### src/rtl/pin_attempt_ctrl.sv
// pin_attempt_ctrl: paces keypad digits into the PIN checker, collects its verdict,
// counts consecutive failures and enforces a timed lockout. Define PIN_CTRL_WATCHDOG_EN for a WAIT_RES watchdog.
module pin_attempt_ctrl #(
  parameter int MAX_TRIES     = 3,
  parameter int LOCK_CYCLES   = 1000,
  parameter int UNLOCK_CYCLES = 500,
  parameter int IDLE_TIMEOUT  = 2000
) (
  input  logic       clk,
  input  logic       reset_n,
  input  logic       key_valid,
  input  logic [1:0] key_digit,
  output logic       key_ready,
  output logic       chk_submit,
  output logic [1:0] chk_digit,
  output logic       chk_reset,
  input  logic       chk_waiting,
  input  logic       chk_correct,
  input  logic       chk_incorrect,
  output logic       unlocked,
  output logic       locked_out,
  output logic [2:0] fail_count,
  output logic       err
);

  localparam int MAX_A = (LOCK_CYCLES > UNLOCK_CYCLES) ? LOCK_CYCLES : UNLOCK_CYCLES;
  localparam int MAX_B = (MAX_A > IDLE_TIMEOUT) ? MAX_A : IDLE_TIMEOUT;
  localparam int MAX_P = (MAX_B > 64) ? MAX_B : 64;
  localparam int CW    = $clog2(MAX_P) + 1;

  localparam logic [CW-1:0] CLR_LAST    = CW'(1);
  localparam logic [CW-1:0] UNLOCK_LAST = CW'(UNLOCK_CYCLES - 1);
  localparam logic [CW-1:0] LOCK_LAST   = CW'(LOCK_CYCLES - 1);
  localparam logic [CW-1:0] IDLE_LIMIT  = CW'(IDLE_TIMEOUT);
  localparam logic [2:0]    MAX_FC      = 3'(MAX_TRIES);
`ifdef PIN_CTRL_WATCHDOG_EN
  localparam logic [CW-1:0] WDOG_LAST   = CW'(63);
`endif

  typedef enum logic [2:0] {
    S_CLR,
    S_IDLE,
    S_ENTRY,
    S_WAIT_RES,
    S_PASS,
    S_FAIL,
    S_LOCK
  } state_e;

  state_e        state_q, state_d;
  logic [CW-1:0] cnt_q, cnt_d;
  logic [1:0]    gap_q, gap_d;
  logic [1:0]    dig_q, dig_d;
  logic [2:0]    fail_q, fail_d;
  logic [2:0]    fail_next;
  logic          submit_q, submit_d;
  logic [1:0]    digit_q, digit_d;
  logic          err_q, err_d;
  logic          accept;

  // gap_q counts down the two blocked cycles that follow each accepted key
  assign key_ready = (state_q == S_ENTRY) && (gap_q == 2'd0);
  assign accept    = key_ready && key_valid;

  assign chk_submit = submit_q;
  assign chk_digit  = digit_q;
  assign chk_reset  = (state_q == S_CLR) || (state_q == S_LOCK);
  assign unlocked   = (state_q == S_PASS);
  assign locked_out = (state_q == S_LOCK);
  assign fail_count = fail_q;
  assign err        = err_q;

  always_comb begin
    state_d   = state_q;
    cnt_d     = cnt_q + 1'b1;
    gap_d     = gap_q;
    dig_d     = dig_q;
    fail_d    = fail_q;
    fail_next = fail_q;
    submit_d  = 1'b0;
    digit_d   = digit_q;
    err_d     = 1'b0;

    case (state_q)
      S_CLR: begin
        gap_d = 2'd0;
        dig_d = 2'd0;
        if (cnt_q == CLR_LAST) state_d = S_IDLE;
      end
      S_IDLE: begin
        cnt_d = '0;
        if (chk_waiting) state_d = S_ENTRY;
      end
      S_ENTRY: begin
        if (gap_q != 2'd0) gap_d = gap_q - 2'd1;
        if (accept) begin
          submit_d = 1'b1;
          digit_d  = key_digit;
          gap_d    = 2'd2;
          dig_d    = dig_q + 2'd1;
          cnt_d    = '0;
          if (dig_q == 2'd3) state_d = S_WAIT_RES;
        end else if (dig_q == 2'd0) begin
          cnt_d = '0;
        end else if (cnt_q == IDLE_LIMIT) begin
          state_d = S_CLR;
        end
      end
      S_WAIT_RES: begin
        if (chk_correct && chk_incorrect) begin
          err_d   = 1'b1;
          state_d = S_FAIL;
        end else if (chk_correct) begin
          fail_d  = 3'd0;
          state_d = S_PASS;
        end else if (chk_incorrect) begin
          state_d = S_FAIL;
        end
`ifdef PIN_CTRL_WATCHDOG_EN
        else if (cnt_q == WDOG_LAST) begin
          err_d   = 1'b1;
          state_d = S_CLR;
        end
`else
        cnt_d = '0;
`endif
      end
      S_PASS: begin
        if (cnt_q == UNLOCK_LAST) state_d = S_CLR;
      end
      S_FAIL: begin
        fail_next = (fail_q >= MAX_FC) ? MAX_FC : fail_q + 3'd1;
        fail_d    = fail_next;
        state_d   = (fail_next == MAX_FC) ? S_LOCK : S_CLR;
      end
      S_LOCK: begin
        if (cnt_q == LOCK_LAST) begin
          fail_d  = 3'd0;
          state_d = S_CLR;
        end
      end
      default: begin
        err_d   = 1'b1;
        state_d = S_CLR;
      end
    endcase

    // every state's cycle count starts from zero on entry
    if (state_d != state_q) cnt_d = '0;
  end

  always_ff @(posedge clk or negedge reset_n) begin
    if (!reset_n) begin
      state_q  <= S_CLR;
      cnt_q    <= '0;
      gap_q    <= 2'd0;
      dig_q    <= 2'd0;
      fail_q   <= 3'd0;
      submit_q <= 1'b0;
      digit_q  <= 2'd0;
      err_q    <= 1'b0;
    end else begin
      state_q  <= state_d;
      cnt_q    <= cnt_d;
      gap_q    <= gap_d;
      dig_q    <= dig_d;
      fail_q   <= fail_d;
      submit_q <= submit_d;
      digit_q  <= digit_d;
      err_q    <= err_d;
    end
  end

endmodule

### config.mk
export PLATFORM = sky130hd
export DESIGN_NAME = pin_attempt_ctrl
export DESIGN_NICKNAME = d
export VERILOG_FILES = /design/src/rtl/pin_attempt_ctrl.sv
export SDC_FILE = /design/constraint.sdc
export NUM_CORES = 1
export LEC_CHECK = 0
export BUFFER_PORTS_ARGS = -buffer_cell sky130_fd_sc_hd__buf_2
export CORE_MARGIN = 5
export CORE_UTILIZATION = 35
export CTS_BUF_LIST = sky130_fd_sc_hd__clkbuf_16
export DETAILED_ROUTE_END_ITERATION = 10
export PLACE_DENSITY_LB_ADDON = 0.25
export SYNTH_ARGS = -nofsm -noshare
export SYNTH_HDL_FRONTEND = slang
export SYNTH_SLANG_ARGS = --single-unit
### constraint.sdc
create_clock -name clk -period 2 [get_ports clk]
set_input_delay 0.1 -clock clk [delete_from_list [all_inputs] [get_ports clk]]
set_output_delay 0.1 -clock clk [all_outputs]
set_load 0.005 [all_outputs]
After elaboration in Yosys (flattened, before gate mapping)

Cells that the tools add are included.

Bits in latches: 0
Memories kept: 0
Bits in registers: 26
Input port bits: 8
Bits in read-only memories: 0
Bits in writable memories: 0
Output and inout bits: 11
Logic and storage cells: 78

Multiplexer cells: 31
$add $sub $neg: 4
Eq/ne operators: 18
Multipliers: 0
Bitwise gates (word level): 0
Div/mod/pow operators: 0
Reductions and logical operators: 16
Shift-type cells: 0
$lt $le $gt $ge: 1

Operator list:

| kind                                                                                 | number |
|---|---|
| 3-bit two-way mux                                                                    | 16 |
| 12-bit two-way mux                                                                   | 3 |
| 12-bit one-hot mux with 2 select lines                                               | 1 |
| 3-bit one-hot mux with 7 select lines                                                | 1 |
| 12-bit by 1-bit adder with 12-bit output (second input constant)                     | 1 |
| 12-bit by 1-bit equality test with 1-bit output (second input constant)              | 1 |
| 12-bit by 10-bit equality test with 1-bit output (second input constant)             | 1 |
| 12-bit by 11-bit equality test with 1-bit output (second input constant)             | 1 |
| 12-bit by 9-bit equality test with 1-bit output (second input constant)              | 1 |
| 3-bit by 2-bit equality test with 1-bit output (second input constant)               | 3 |
| 3-bit equality test (second input constant)                                          | 3 |
| 3-bit one-hot mux with 3 select lines                                                | 1 |
| 2-bit one-hot mux with 2 select lines                                                | 2 |
| 2-bit two-way mux                                                                    | 3 |
| 2-bit inequality test (second input constant)                                        | 3 |
| 2-bit AND reduction                                                                  | 3 |
| 6-bit OR reduction                                                                   | 1 |
| 2-bit zero test                                                                      | 2 |
| 4-bit AND reduction                                                                  | 1 |
| 2-bit nonzero test                                                                   | 2 |
| 3-bit by 1-bit adder with 3-bit output (second input constant)                       | 1 |
| 3-bit by 1-bit equality test with 1-bit output (second input constant)               | 1 |
| 3-bit by 2-bit greater-or-equal comparator with 1-bit output (second input constant) | 1 |
| 1-bit logical AND                                                                    | 3 |
| other kinds (12)                                                                     | 14 |

Logic depth before layout (Yosys ltp)

Gate-level depths: netlist (run 1).

Depth after elaboration: 7
Gate-level depth with buffers: 8

Least setup slack after synthesis (run 1)

No wires, ideal clock.

Path type: flip-flop to flip-flop
Start: register fail_q[0] (netlist: fail_count[0])
End: register cnt_q[1]
Arrival time: 1790 ps
Stages on the path, launching flop included: 8
Clock period less this slack: 1878 ps
Library setup time: 88 ps
Path slack: 122 ps
Cell sequence: dfrtp_1 > ha_1 > ha_1 > a211o_1 > a31oi_1 > a2bb2oi_2 > a2111oi_4 > nor3b_1

Cells in the longest elaborated chain, start to end: 7
Elaborated cells on any way between the ends: 8

RTL lines:

| item                                                                                                                   | line | text |
|---|---|---|
| from (decl)                                                                                                            | 54   | `logic [2:0] fail_q, fail_d;` |
| from (signal assigned)                                                                                                 | 167  | `fail_q <= fail_d;` |
| 3-bit by 1-bit adder with 3-bit output or 3-bit by 2-bit greater-or-equal comparator with 1-bit output (tied branches) | 132  | `fail_next = (fail_q >= MAX_FC) ? MAX_FC : fail_q + 3'd1;` |
| 3-bit two-way mux *                                                                                                    | 132  |  |
| 3-bit by 2-bit equality test with 1-bit output *                                                                       | 134  | `state_d = (fail_next == MAX_FC) ? S_LOCK : S_CLR;` |
| 3-bit two-way mux *                                                                                                    | 134  |  |
| 3-bit one-hot mux with 7 select lines *                                                                                | 84   | `case (state_q)` |
| 3-bit inequality test *                                                                                                | 149  | `if (state_d != state_q) cnt_d = '0;` |
| 12-bit two-way mux *                                                                                                   | 149  |  |
| via cnt_d[1]                                                                                                           | 51   | `logic [CW-1:0] cnt_q, cnt_d;` |
| to (signal assigned)                                                                                                   | 164  | `cnt_q <= cnt_d;` |
| to (decl)                                                                                                              | 51   |  |

Mark *: on every way through the listed nets, which the timed path passes. The rest lies on a longest branch.
A chain may end at the register's enable or synchronous reset.

Final worst setup path (run 1)

Start: register gap_q[0]
End: register cnt_q[2]

Cells in the longest elaborated chain, start to end: 7
Elaborated cells on any way between the ends: 9

RTL lines:

| item                                  | line | text |
|---|---|---|
| from (decl)                           | 52   | `logic [1:0] gap_q, gap_d;` |
| from (signal assigned)                | 165  | `gap_q <= gap_d;` |
| 2-bit zero test *                     | 62   | `assign key_ready = (state_q == S_ENTRY) && (gap_q == 2'd0);` |
| 1-bit logical AND *                   | 62   |  |
| 1-bit logical AND *                   | 63   | `assign accept = key_ready && key_valid;` |
| 3-bit two-way mux                     | 96   | `if (accept) begin` |
| 3-bit one-hot mux with 7 select lines | 84   |  |
| 3-bit inequality test                 | 149  |  |
| 12-bit two-way mux *                  | 149  |  |
| via cnt_d[2]                          | 51   |  |

Marks and branches as above.

==> impl_table.tex, run 1 <==
\begin{tabular}{lr}
\hline
Metric & Value \\
\hline
\multicolumn{2}{l}{\textbf{Critical path}} \\
\quad Maximum fanout count along the critical path & 9 \\
\quad Element type at the critical path start & flip-flop \\
\quad Endpoint kind of the worst setup timing path & flip-flop \\
\quad Required time worst endpoint & 2.15 ns \\
\quad Critical setup path kind & flip-flop to flip-flop \\
\quad Arrival time of data at the critical path endpoint & 2.11 ns \\
\multicolumn{2}{l}{\textbf{Final layout}} \\
\quad Synthesis-to-finish area growth & 26.56\% \\
\quad Final net count & 217 \\
\quad Layout cells sized above 1 & 0.2950 \\
\quad Antenna Diode Count & 0 \\
\multicolumn{2}{l}{\textbf{Detailed routing}} \\
\quad ANT nets after route & 0 \\
\quad Wire per inst & 14.69 microns \\
\quad Detailed-route wire length on metal 1 & 1.570 mm \\
\quad Iteration-0 DRC count of the detailed router & 38 \\
\quad Via-per-instance ratio & 5.159 \\
\quad Count of unresolved DRC violations after routing & 0 \\
\quad Number of detailed-route iterations in the first pass & 4 \\
\quad Max layer used & met4 \\
\quad Total number of vias & 1300 \\
\quad Routed wl met2 & 1.911 mm \\
\quad Total wirelength of the detailed-routed design & 3.701 mm \\
\quad Routed length on met3 & 151 microns \\
\multicolumn{2}{l}{\textbf{STA}} \\
\quad \# setup viols final & 0 \\
\quad Max-slew headroom at the worst pin & 0.5936 \\
\quad Pins over their slew limit & 0 \\
\quad Clock skew after layout & 0.006311 ns \\
\quad Final Worst Setup Slack & 0.04483 ns \\
\quad Ratio of final minimum period to clock period & 0.9776 \\
\quad Measured slew at the worst slew-check pin & 0.6097 ns \\
\quad Final hold violation count & 0 \\
\quad FMAX & 511.5 MHz \\
\quad RSZ-0062 raised after global routing & yes \\
\quad Fin crit period & 1.955 ns \\
\multicolumn{2}{l}{\textbf{Run}} \\
\quad Maximum Capacitance Violations & 0 \\
\multicolumn{2}{l}{\textbf{Synthesis}} \\
\quad Warnings, synthesis & 0 \\
\quad Area share of the largest cell type after synthesis & 0.4160 \\
\quad Number of storage elements in the synthesis netlist & 26 \\
\quad Yosys top cell by area & dfrtp\_1 \\
\quad Summed instance area of the synthesized netlist & 1564 sq um \\
\quad Fraction of the yosys area taken by sequential cells & 0.4160 \\
\quad Avg Cell Area, Syn & 9.775 sq um \\
\quad Library cells used by synthesis & 37 \\
\quad Cell with the most instances after synthesis & dfrtp\_1 \\
\quad Share of synthesized flip-flops with an asynchronous set or reset & 1.000 \\
\quad Number of nets in the synthesized netlist & 176 \\
\quad Number of synthesized flops with an enable pin & 0 \\
\quad Most common flop cell mapped by yosys & dfrtp\_1 \\
\quad Mapped Cells & 160 \\
\quad Top cells by area, synth & dfrtp\_1 42\%, ha\_1 6.4\%, nor3\_1 5.8\% \\
\quad Top cells by count, synth & 26 x dfrtp\_1, 18 x nor3\_1, 13 x inv\_1, 13 x nor2\_1, 9 x nand2\_1 \\
\multicolumn{2}{l}{\textbf{Die}} \\
\quad Core area & 4354 sq um \\
\quad Initial standard-cell utilization of the core & 0.3592 \\
\quad Std-Cell Rows & 24 \\
\quad Total Die Area & 5905 sq um \\
\quad Die Width & 76.85 microns \\
\quad Top-Level Pins & 19 \\
\quad Floorplan die height & 76.85 microns \\
\multicolumn{2}{l}{\textbf{Power and ir drop}} \\
\quad Tot Pwr & 0.9982 mW \\
\quad Net switching power & 0.1974 mW \\
\quad Cell Pwr Density & 504.3 nW/um\^{}2 \\
\quad Switching share of power & 0.1978 \\
\quad Flop pwr share & 0.527 \\
\quad Internal power contribution & 0.8008 mW \\
\quad Maximum vdd drop & 0.0002835 V \\
\quad Combinational cell fraction of total power & 0.023 \\
\quad Static leakage & 0.9519 nW \\
\quad Share of power burned in the clock network & 0.450 \\
\multicolumn{2}{l}{\textbf{Global route}} \\
\quad Number of antenna violations at the first check in global routing & 0 \\
\quad Remaining global-route overflow & 0 \\
\quad Maximum number of pins on one net before global-route repair & 27 \\
\quad Combined global-route utilization of all metal layers & 0.1341 \\
\quad Number of global-route vias before repair & 1379 \\
\quad Wire length of the first global-routing pass & 6.465 mm \\
\multicolumn{2}{l}{\textbf{CTS}} \\
\quad Inserted Clock Buffers & 3 \\
\quad Clock sink total & 26 \\
\quad Root buffer cell & clkbuf\_16 \\
\quad Longest Clk Path Bufs & 2 \\
\quad Reg clk slew, reported paths & 0.07 ns \\
\quad Clock tree from TritonCTS & yes \\
\quad H-tree levels & 1 \\
\quad Clock latency on the worst-skew pair & 0.26 ns \\
\multicolumn{2}{l}{\textbf{Status}} \\
\quad Status & complete, no violations \\
\multicolumn{2}{l}{\textbf{Placed design}} \\
\quad I/O Buffers & 18 \\
\quad Routability congestion estimate from global placement & 0.8162 \\
\quad Setup WS pre-CTS & -0.03027 ns \\
\quad DPL Wire Length & 2.767 mm \\
\multicolumn{2}{l}{\textbf{Worst hold path}} \\
\quad Path category of the worst min-delay check & input pin to flip-flop \\
\hline
\end{tabular}
cells by family after synthesis:
kind of cell	Yosys count	share of synthesized area
fa+ha+maj	8	0.06400
buf+inv	18	0.06000
mux	2	0.01440
flops	26	0.4160
simple gates	69	0.2488
compound gates	26	0.1352
xor+xnor	11	0.06160
metrics by stage:
step           cells  cell area (sq um)  hold slack [ns]  setup TNS, ns  utilization
6_report         252               1979          0.07635              0       0.4546
5_1_grt          252               1979          0.08596        -0.5376       0.4546
4_1_cts          252               1946          0.06710              0       0.4468
3_5_place_dp     246               1844           0.1432       -0.03027       0.4236
3_3_place_gp     246               1844           0.1304              0       0.4236
2_1_floorplan    160               1564          -0.1956              0            -
layout by cell type, fill, tap and decap left out, drive strengths merged, types with 4 or more instances in the layout:
master,count
a21oi,5
and3,5
buf,40
dfrtp,26
ha,8
inv,13
nand2,9
nand3,8
nor2,14
nor3,18
o21ai,5
o22ai,4
xnor2,7
xor2,4
cell type report:
| cell class | instances | area (sq um) |
|---|---|---|
| clock buffer | 3 | 75.07 |
| clock inverter | 1 | 3.754 |
| fill | 407 | 2375 |
| inverter | 13 | 48.80 |
| multi-input combinational | 116 | 854.6 |
| sequential | 26 | 650.6 |
| tap | 52 | 65.06 |
| timing repair buffer | 41 | 281.5 |
power groups by stage:
stage | logic (mW) | registers (mW) | clock network, mW
4_1_cts | 0.0240 | 0.526 | 0.458
3_5_place_dp | 0.0222 | 0.536 | 0
5_1_grt | 0.0273 | 0.525 | 0.485
2_1_floorplan | 0.00199 | 0.536 | 0
6_report | 0.0230 | 0.526 | 0.450
3_3_place_gp | 0.0213 | 0.536 | 0
flip-flops by register name (all words and copies together) (netlist names):
register	flops
chk_digit	2
chk_submit	1
cnt_q	12
dig_q	2
err	1
fail_count	3
gap_q	2
state_q	3
path summary, 6_finish.rpt:
| check | start | end | slack [ns] | cells past startpoint |
|---|---|---|---|---|
| max | gap_q[0]$_DFFE_PN0P_ | cnt_q[2]$_DFF_PN0_ | 0.04 | 8 |
| min | key_digit[0] | chk_digit[0]$_DFFE_PN0P_ | 0.08 | 2 |
| max reg2reg | gap_q[0]$_DFFE_PN0P_ | cnt_q[2]$_DFF_PN0_ | 0.04 | 8 |
| min reg2reg | chk_digit[0]$_DFFE_PN0P_ | chk_digit[0]$_DFFE_PN0P_ | 0.53 | 1 |
| max in group asynchronous | reset_n | cnt_q[5]$_DFF_PN0_ | 1.21 | 2 |
| min in group asynchronous | reset_n | state_q[2]$_DFF_PN0_ | 0.39 | 2 |
what timing repair did:
| action | CTS | global route |
|---|---|---|
| pin swaps | 2 | 2 |
| endpoints found under the hold margin | 26 | 0 |
| resized for setup | 1 | 7 |
| cloned | 0 | 0 |
| hold buffers | 1 | 0 |
| buffers inserted | 2 | 1 |
| setup endpoints to repair | 6 | 9 |
layer usage:
metal | global-route usage | up-vias
met1 | 0.1640 | 617
met2 | 0.2317 | 25
met5 | 0 | -
met4 | 0.04720 | 0
li1 | - | 651
met3 | 0.02693 | 7
critical path, cell delays in order, from the launching register on:
cell and delay [ns]:
dfrtp_1 0.37, inv_1 0.07, ha_1 0.22, a21o_1 0.19, nor3_1 0.17, a31oi_1 0.18
a2111oi_4 0.37, buf_6 0.21, nor3_1 0.07
No activity file was read; power rests on OpenSTA's default activity.
==> run 2: changes to the inputs <==
--- a/config.mk
+++ b/config.mk
@@ -7,6 +7,8 @@
 export LEC_CHECK = 0
 export BUFFER_PORTS_ARGS = -buffer_cell sky130_fd_sc_hd__buf_2
+export CELL_PAD_IN_SITES_DETAIL_PLACEMENT = 1
+export CELL_PAD_IN_SITES_GLOBAL_PLACEMENT = 2
 export CORE_MARGIN = 5
-export CORE_UTILIZATION = 35
+export CORE_UTILIZATION = 33
 export CTS_BUF_LIST = sky130_fd_sc_hd__clkbuf_16
 export DETAILED_ROUTE_END_ITERATION = 10
==> constraint.sdc (replaced) <==
create_clock -name clk -period 2 [get_ports clk]
set_input_delay 0.3 -clock clk [delete_from_list [all_inputs] [get_ports clk]]
set_output_delay 0.3 -clock clk [all_outputs]
set_load 0.005 [all_outputs]
==> run 2 against run 1 <==
  * Clock-buffer cell count did not move
  * Design area rose by 7.8%
  * Hold slack got worse by 0.034 ns
  * Cell count rose by 2.0%
  * Clock power rose by 33%
  * Largest power group is now the clock network
  * Die area rose by 5.3%
  * Sequential share of layout area fell by 2.3 points
==> impl_table.tex, run 2 (synthesis results as in run 1) <==
\begin{tabular}{lr}
\hline
Metric & Value \\
\hline
\multicolumn{2}{l}{\textbf{STA}} \\
\quad \# setup viols final & 0 (unchanged) \\
\quad Pins over their slew limit & 0 (unchanged) \\
\quad Fin crit period & 1.994 ns (+0.03843 ns) \\
\quad RSZ-0062 raised after global routing & yes \\
\quad Max-slew headroom at the worst pin & 0.5938 (about the same) \\
\quad Final hold violation count & 0 (unchanged) \\
\quad Measured slew at the worst slew-check pin & 0.6093 ns (-0.0003341 ns) \\
\quad Ratio of final minimum period to clock period & 0.9968 (+0.01922) \\
\quad Clock skew after layout & 0.002542 ns (-0.003769 ns) \\
\quad Worst-case hold slack & 0.04234 ns (-0.03401 ns) \\
\quad Total negative setup slack & 0 ns (unchanged) \\
\quad FMAX & 501.6 MHz (-1.9\%) \\
\multicolumn{2}{l}{\textbf{CTS}} \\
\quad Clock tree from TritonCTS & yes \\
\quad H-tree levels & 1 (unchanged) \\
\quad Inserted Clock Buffers & 3 (unchanged) \\
\quad Longest Clk Path Bufs & 2 (unchanged) \\
\quad Root buffer cell & clkbuf\_16 \\
\quad Reg clk slew, reported paths & 0.07 ns (about the same) \\
\quad Clock sink total & 26 (unchanged) \\
\quad Clock latency on the worst-skew pair & 0.26 ns (about the same) \\
\multicolumn{2}{l}{\textbf{Final layout}} \\
\quad Largest reg by FF count & cnt\_q \\
\quad Finished Core Util & 0.4580 (+0.003389) \\
\quad Synthesis-to-finish area growth & 36.48\% \\
\quad Final Cell Area & 2135 sq um (+7.8\%) \\
\quad Flip-flop count of the largest register after layout & 12 (unchanged) \\
\quad Final net count & 220 (+1.4\%) \\
\quad Most frequent standard cell in the layout excluding fill and tap cells & dfrtp\_1 \\
\quad Commonest non-fill, non-tap cells in the layout & 24 x dfrtp\_1, 23 x buf\_4, 18 x buf\_2, 13 x nor2\_1, 12 x inv\_1 \\
\quad Layout cells sized above 1 & 0.3842 (+0.08924) \\
\quad Antenna Diode Count & 0 (unchanged) \\
\multicolumn{2}{l}{\textbf{Worst hold path}} \\
\quad Path category of the worst min-delay check & input pin to asynchronous set/reset pin \\
\multicolumn{2}{l}{\textbf{Critical path}} \\
\quad Timing startpoint of the critical path & fail\_count[1]\$\_DFFE\_PN0P\_ \\
\quad Critical setup path kind & flip-flop to flip-flop \\
\quad Element type at the critical path start & flip-flop \\
\quad Critical Path Max Stage Delay & 0.46 ns (+0.09 ns) \\
\quad Endpoint of the worst register-to-register path & cnt\_q[10]\$\_DFF\_PN0\_ \\
\quad Cells on worst reg2reg path & 7 (-1) \\
\quad Launching point of the worst reg2reg path & fail\_count[1]\$\_DFFE\_PN0P\_ \\
\quad Levels on crit path & 7 (-1) \\
\quad Library cell contributing the largest single delay on the critical path & a2111oi\_4 \\
\quad CP delay by family, top & compound AO/OA/AOI/OAI gates \\
\quad Arrival time of data at the critical path endpoint & 2.15 ns (+0.04 ns) \\
\quad Endpoint kind of the worst setup timing path & flip-flop \\
\quad Number of buffers and inverters on the critical path & 1 (-1) \\
\quad Cell breakdown of the critical path & ha\_2, ha\_4, a31oi\_2, a2bb2oi\_2, a2111oi\_4, clkbuf\_16, nor3\_2 \\
\quad Required time worst endpoint & 2.15 ns (about the same) \\
\quad Maximum fanout count along the critical path & 5 (-4) \\
\quad Critical Path End & cnt\_q[10]\$\_DFF\_PN0\_ \\
\quad R2R Setup Slk & 0.006 ns (-0.04 ns) \\
\multicolumn{2}{l}{\textbf{Detailed routing}} \\
\quad Routed length on met3 & 136 microns (-9.9\%) \\
\quad Max layer used & met4 \\
\quad Total wirelength of the detailed-routed design & 4.281 mm (+16\%) \\
\quad Wire per inst & 16.66 microns (+13\%) \\
\quad ANT nets after route & 0 (unchanged) \\
\quad Number of detailed-route iterations in the first pass & 4 (unchanged) \\
\quad Total number of vias & 1333 (+2.5\%) \\
\quad Iteration-0 DRC count of the detailed router & 45 (+18\%) \\
\quad Detailed-route wire length on metal 1 & 1.845 mm (+18\%) \\
\quad Routed wl met2 & 2.268 mm (+19\%) \\
\quad Count of unresolved DRC violations after routing & 0 (unchanged) \\
\quad Via-per-instance ratio & 5.187 (+0.54\%) \\
\multicolumn{2}{l}{\textbf{Global route}} \\
\quad Number of antenna violations at the first check in global routing & 0 (unchanged) \\
\quad Number of global-route vias before repair & 1480 (+7.3\%) \\
\quad Combined global-route utilization of all metal layers & 0.1466 (+0.01252) \\
\quad Remaining global-route overflow & 0 (unchanged) \\
\quad Maximum number of pins on one net before global-route repair & 27 (unchanged) \\
\quad Wire length of the first global-routing pass & 7.217 mm (+12\%) \\
\multicolumn{2}{l}{\textbf{Die}} \\
\quad Die Width & 78.85 microns (+2.6\%) \\
\quad Total Die Area & 6217 sq um (+5.3\%) \\
\quad Core area & 4661 sq um (+7.0\%) \\
\quad Std-Cell Rows & 25 (+4.2\%) \\
\quad Top-Level Pins & 19 (unchanged) \\
\quad Initial standard-cell utilization of the core & 0.3356 (-0.02362) \\
\quad Floorplan die height & 78.85 microns (+2.6\%) \\
\multicolumn{2}{l}{\textbf{Power and ir drop}} \\
\quad Maximum vdd drop & 0.0005212 V (+84\%) \\
\quad Cell Pwr Density & 536.0 nW/um\^{}2 (+6.3\%) \\
\quad Static leakage & 0.9712 nW (+2.0\%) \\
\multicolumn{2}{l}{\textbf{Placed design}} \\
\quad Routability congestion estimate from global placement & 0.7720 (-5.4\%) \\
\quad Placement Cell Area & 1839 sq um (-0.27\%) \\
\quad DPL Wire Length & 3.104 mm (+12\%) \\
\quad I/O Buffers & 18 (unchanged) \\
\multicolumn{2}{l}{\textbf{Status}} \\
\quad Status & complete, no violations \\
\multicolumn{2}{l}{\textbf{Run}} \\
\quad Maximum Capacitance Violations & 0 (unchanged) \\
\hline
\end{tabular}
## run 2: changes by cell type in the layout (fill, tap and decap cells not counted), sizes merged
cell         before  now
bufinv            0    1
dlygate4sd3       1    0
clkinv            1    0
clkbuf            3    5
buf              40   42
## run 2: worst min path at each step
stage	depth (start not counted)	to	startpoint
2_1_floorplan	0	chk_digit[0]$_DFFE_PN0P_	reset_n
3_3_place_gp	1	gap_q[0]$_DFFE_PN0P_	reset_n
3_5_place_dp	1	err$_DFF_PN0_	reset_n
4_1_cts	1	chk_submit$_DFF_PN0_	reset_n
5_1_grt	1	chk_submit$_DFF_PN0_	reset_n
6_report	1	chk_submit$_DFF_PN0_	reset_n
## run 2: layer usage
metal / up-vias / global-route usage
met5: - / 0
met4: 0 / 0.03093
met3: 4 / 0.02948
met2: 16 / 0.2742
met1: 661 / 0.1726
li1: 652 / -
## run 2: where the power goes
part / switching [mW] / total [mW] / internal [mW]
combinational: 0.0157 / 0.0218 / 0.00614
clock: 0.198 / 0.597 / 0.399
sequential: 0 / 0.525 / 0.525
total: 0.214 / 1.14 / 0.930
## run 2: worst register-to-register path: cells and delay by family, from the launching register on
kind | cells | cell delay, ns
AO/OA/AOI/OAI | 3 | 0.71
adder cells (fa/ha/maj) | 2 | 0.47
buffers and inverters | 1 | 0.26
flip-flops | 1 | 0.39
AND/OR/NAND/NOR | 1 | 0.05
## run 2: layout make-up
cell class              count  area, sq um
inverters                  13        48.80
fillers                   535         2526
repair buffers             44        332.8
clock buffers               3        75.07
flip-flops and latches     26        653.1
well taps                  54        67.56
clock inverters             1        30.03
multi-input cells         116        927.1
## run 2: per-stage QoR
stage	instances	power (mW)	setup WS, ns
3_3_place_gp	247	0.5574	0.01043
4_1_cts	252	1.158	-0.001242
5_1_grt	257	1.190	-0.04336
6_report	257	1.144	0.006395
2_1_floorplan	160	0.5378	0.1215
3_5_place_dp	247	0.5589	-0.09430
## run 2: repair_timing
action	in CTS	in global routing
resized for setup	4	22
endpoints found under the setup margin	9	12
hold buffers	0	0
cloned	0	1
setup buffers	2	5
hold endpoints to repair	0	0
pin swaps	2	9
==> run 3: changes to the inputs <==
Settings changed: RECOVER_POWER set to 25.
==> run 3 against run 2 <==
  * Die area unchanged
  * Largest power group unchanged
  * Critical path type unchanged
  * Design area about the same
  * Power hardly changed
==> impl_table.tex, run 3 (synthesis results as in run 1) <==
\begin{tabular}{lr}
\hline
Metric & Value \\
\hline
\multicolumn{2}{l}{\textbf{STA}} \\
\quad Ratio of final minimum period to clock period & 0.9968 (unchanged) \\
\quad \# setup viols final & 0 (unchanged) \\
\quad RSZ-0062 raised after global routing & yes \\
\quad Pins over their slew limit & 0 (unchanged) \\
\quad Final hold violation count & 0 (unchanged) \\
\quad Fin crit period & 1.994 ns (unchanged) \\
\quad Measured slew at the worst slew-check pin & 1.455 ns (+0.8458 ns) \\
\quad Max-slew headroom at the worst pin & 0.02988 (-0.5639) \\
\quad Worst-case hold slack & 0.2700 ns (+0.2276 ns) \\
\quad Clock skew after layout & 0.002542 ns (unchanged) \\
\quad FMAX & 501.6 MHz (unchanged) \\
\multicolumn{2}{l}{\textbf{Detailed routing}} \\
\quad Iteration-0 DRC count of the detailed router & 45 (unchanged) \\
\quad Total wirelength of the detailed-routed design & 4.279 mm (about the same) \\
\quad ANT nets after route & 0 (unchanged) \\
\quad Via-per-instance ratio & 5.187 (unchanged) \\
\quad Total number of vias & 1333 (unchanged) \\
\quad Number of detailed-route iterations in the first pass & 4 (unchanged) \\
\quad Wire per inst & 16.65 microns (about the same) \\
\quad Count of unresolved DRC violations after routing & 0 (unchanged) \\
\multicolumn{2}{l}{\textbf{Critical path}} \\
\quad Endpoint kind of the worst setup timing path & flip-flop \\
\quad Required time worst endpoint & 2.15 ns (about the same) \\
\quad Arrival time of data at the critical path endpoint & 2.15 ns (about the same) \\
\quad Number of buffers and inverters on the critical path & 1 (unchanged) \\
\quad Critical Path Max Stage Delay & 0.46 ns (about the same) \\
\quad Maximum fanout count along the critical path & 5 (unchanged) \\
\quad CP delay by family, top & compound AO/OA/AOI/OAI gates \\
\quad Critical setup path kind & flip-flop to flip-flop \\
\quad Library cell contributing the largest single delay on the critical path & a2111oi\_4 \\
\quad Element type at the critical path start & flip-flop \\
\quad Cell breakdown of the critical path & ha\_2, ha\_4, a31oi\_2, a2bb2oi\_2, a2111oi\_4, clkbuf\_16, nor3\_2 \\
\multicolumn{2}{l}{\textbf{Global route}} \\
\quad Met3 demand-to-capacity share in global routing & 0.02948 (unchanged) \\
\quad Maximum number of pins on one net before global-route repair & 27 (unchanged) \\
\quad Number of global-route vias before repair & 1480 (unchanged) \\
\quad Met1 routing resource usage after global routing & 0.1726 (unchanged) \\
\quad Number of antenna violations at the first check in global routing & 0 (unchanged) \\
\quad Routing layer with the top usage in global route & met2 \\
\quad Combined global-route utilization of all metal layers & 0.1466 (unchanged) \\
\quad GR Layer Usage met2 & 0.2742 (unchanged) \\
\quad Wire length of the first global-routing pass & 7.217 mm (unchanged) \\
\quad Remaining global-route overflow & 0 (unchanged) \\
\multicolumn{2}{l}{\textbf{Power and ir drop}} \\
\quad Static leakage & 0.9685 nW (-0.28\%) \\
\quad Tot Pwr & 1.144 mW (about the same) \\
\quad Cell Pwr Density & 536.2 nW/um\^{}2 (about the same) \\
\quad Maximum vdd drop & 0.0005212 V (unchanged) \\
\multicolumn{2}{l}{\textbf{Final layout}} \\
\quad Flip-flop count of the largest register after layout & 12 (unchanged) \\
\quad Commonest non-fill, non-tap cells in the layout & 24 x dfrtp\_1, 23 x buf\_4, 17 x buf\_2, 13 x nor2\_1, 12 x inv\_1 \\
\quad Count of non-filler cells in the finished layout & 257 (unchanged) \\
\quad Antenna Diode Count & 0 (unchanged) \\
\quad Layout cells sized above 1 & 0.3793 (-0.004926) \\
\quad Largest reg by FF count & cnt\_q \\
\quad Most frequent standard cell in the layout excluding fill and tap cells & dfrtp\_1 \\
\quad Synthesis-to-finish area growth & 36.40\% (about the same) \\
\quad Final net count & 220 (unchanged) \\
\quad Final Cell Area & 2133 sq um (about the same) \\
\multicolumn{2}{l}{\textbf{Placed design}} \\
\quad Routability congestion estimate from global placement & 0.7720 (unchanged) \\
\quad Instance count after placement with tap cells included & 247 (unchanged) \\
\quad I/O Buffers & 18 (unchanged) \\
\quad Placement Cell Area & 1839 sq um (unchanged) \\
\quad DPL Wire Length & 3.104 mm (unchanged) \\
\multicolumn{2}{l}{\textbf{CTS}} \\
\quad Inserted Clock Buffers & 3 (unchanged) \\
\quad Clock sink total & 26 (unchanged) \\
\quad Longest Clk Path Bufs & 2 (unchanged) \\
\quad Root buffer cell & clkbuf\_16 \\
\quad Reg clk slew, reported paths & 0.07 ns (about the same) \\
\quad Number of hold-repair buffers added at the cts stage & 0 (unchanged) \\
\quad H-tree levels & 1 (unchanged) \\
\quad Clock tree from TritonCTS & yes \\
\quad Clock latency on the worst-skew pair & 0.26 ns (about the same) \\
\multicolumn{2}{l}{\textbf{Die}} \\
\quad Core area & 4661 sq um (unchanged) \\
\quad Initial standard-cell utilization of the core & 0.3356 (unchanged) \\
\quad Total Die Area & 6217 sq um (unchanged) \\
\quad Die Width & 78.85 microns (unchanged) \\
\quad Top-Level Pins & 19 (unchanged) \\
\quad Std-Cell Rows & 25 (unchanged) \\
\quad Floorplan die height & 78.85 microns (unchanged) \\
\multicolumn{2}{l}{\textbf{Worst hold path}} \\
\quad Path category of the worst min-delay check & input pin to flip-flop \\
\multicolumn{2}{l}{\textbf{Status}} \\
\quad Status & complete, no violations \\
\multicolumn{2}{l}{\textbf{Run}} \\
\quad Maximum Capacitance Violations & 0 (unchanged) \\
\hline
\end{tabular}
run 3: power by group:
group | leakage, nW | switching [mW] | total, mW | internal [mW]
combinational | 0.618 | 0.0157 | 0.0215 | 0.00579
sequential | 0.300 | 0 | 0.525 | 0.525
clock | 0.0511 | 0.198 | 0.597 | 0.399
run 3: path summary, 6_finish.rpt:
| check | slack (ns) | cells past startpoint | start | to |
|---|---|---|---|---|
| min reg2reg | 0.50 | 1 | cnt_q[0]$_DFF_PN0_ | cnt_q[0]$_DFF_PN0_ |
| max | 0.006 | 7 | fail_count[1]$_DFFE_PN0P_ | cnt_q[10]$_DFF_PN0_ |
| max in group asynchronous | 0.68 | 1 | reset_n | cnt_q[3]$_DFF_PN0_ |
| min | 0.27 | 2 | key_digit[0] | chk_digit[0]$_DFFE_PN0P_ |
| max reg2reg | 0.006 | 7 | fail_count[1]$_DFFE_PN0P_ | cnt_q[10]$_DFF_PN0_ |
| min in group asynchronous | 0.37 | 1 | reset_n | chk_submit$_DFF_PN0_ |
run 3: final cells by class:
type,instances,area [sq um]
inverters,13,48.80
well taps,54,67.56
clock inverters,1,30.03
fillers,534,2527
clock buffers,3,75.07
flip-flops and latches,26,653.1
multi-input cells,116,927.1
repair buffers,44,331.6
run 3: timing repair:
action,CTS,global route
buffers inserted,2,5
setup endpoints to repair,9,12
pin swaps,2,9
gates resized for setup,4,22
hold endpoints to repair,0,0
cloned,0,1
run 3: per-layer routing:
layer,vias up,part of all wire
met2,16,0.53
met1,661,0.43
li1,652,-
met3,4,0.032
met4,0,0.0072
met5,-,0
run 3: per-stage QoR:
step	worst slack (ns)	utilization	TNS (ns)
floorplan	0.1215	-	0
global placement	0.01043	0.3946	0
detailed placement	-0.09430	0.3946	-0.5758
CTS	-0.001242	0.4228	-0.002292
global route	-0.04336	0.4577	-0.2812
finish	0.006395	0.4577	0
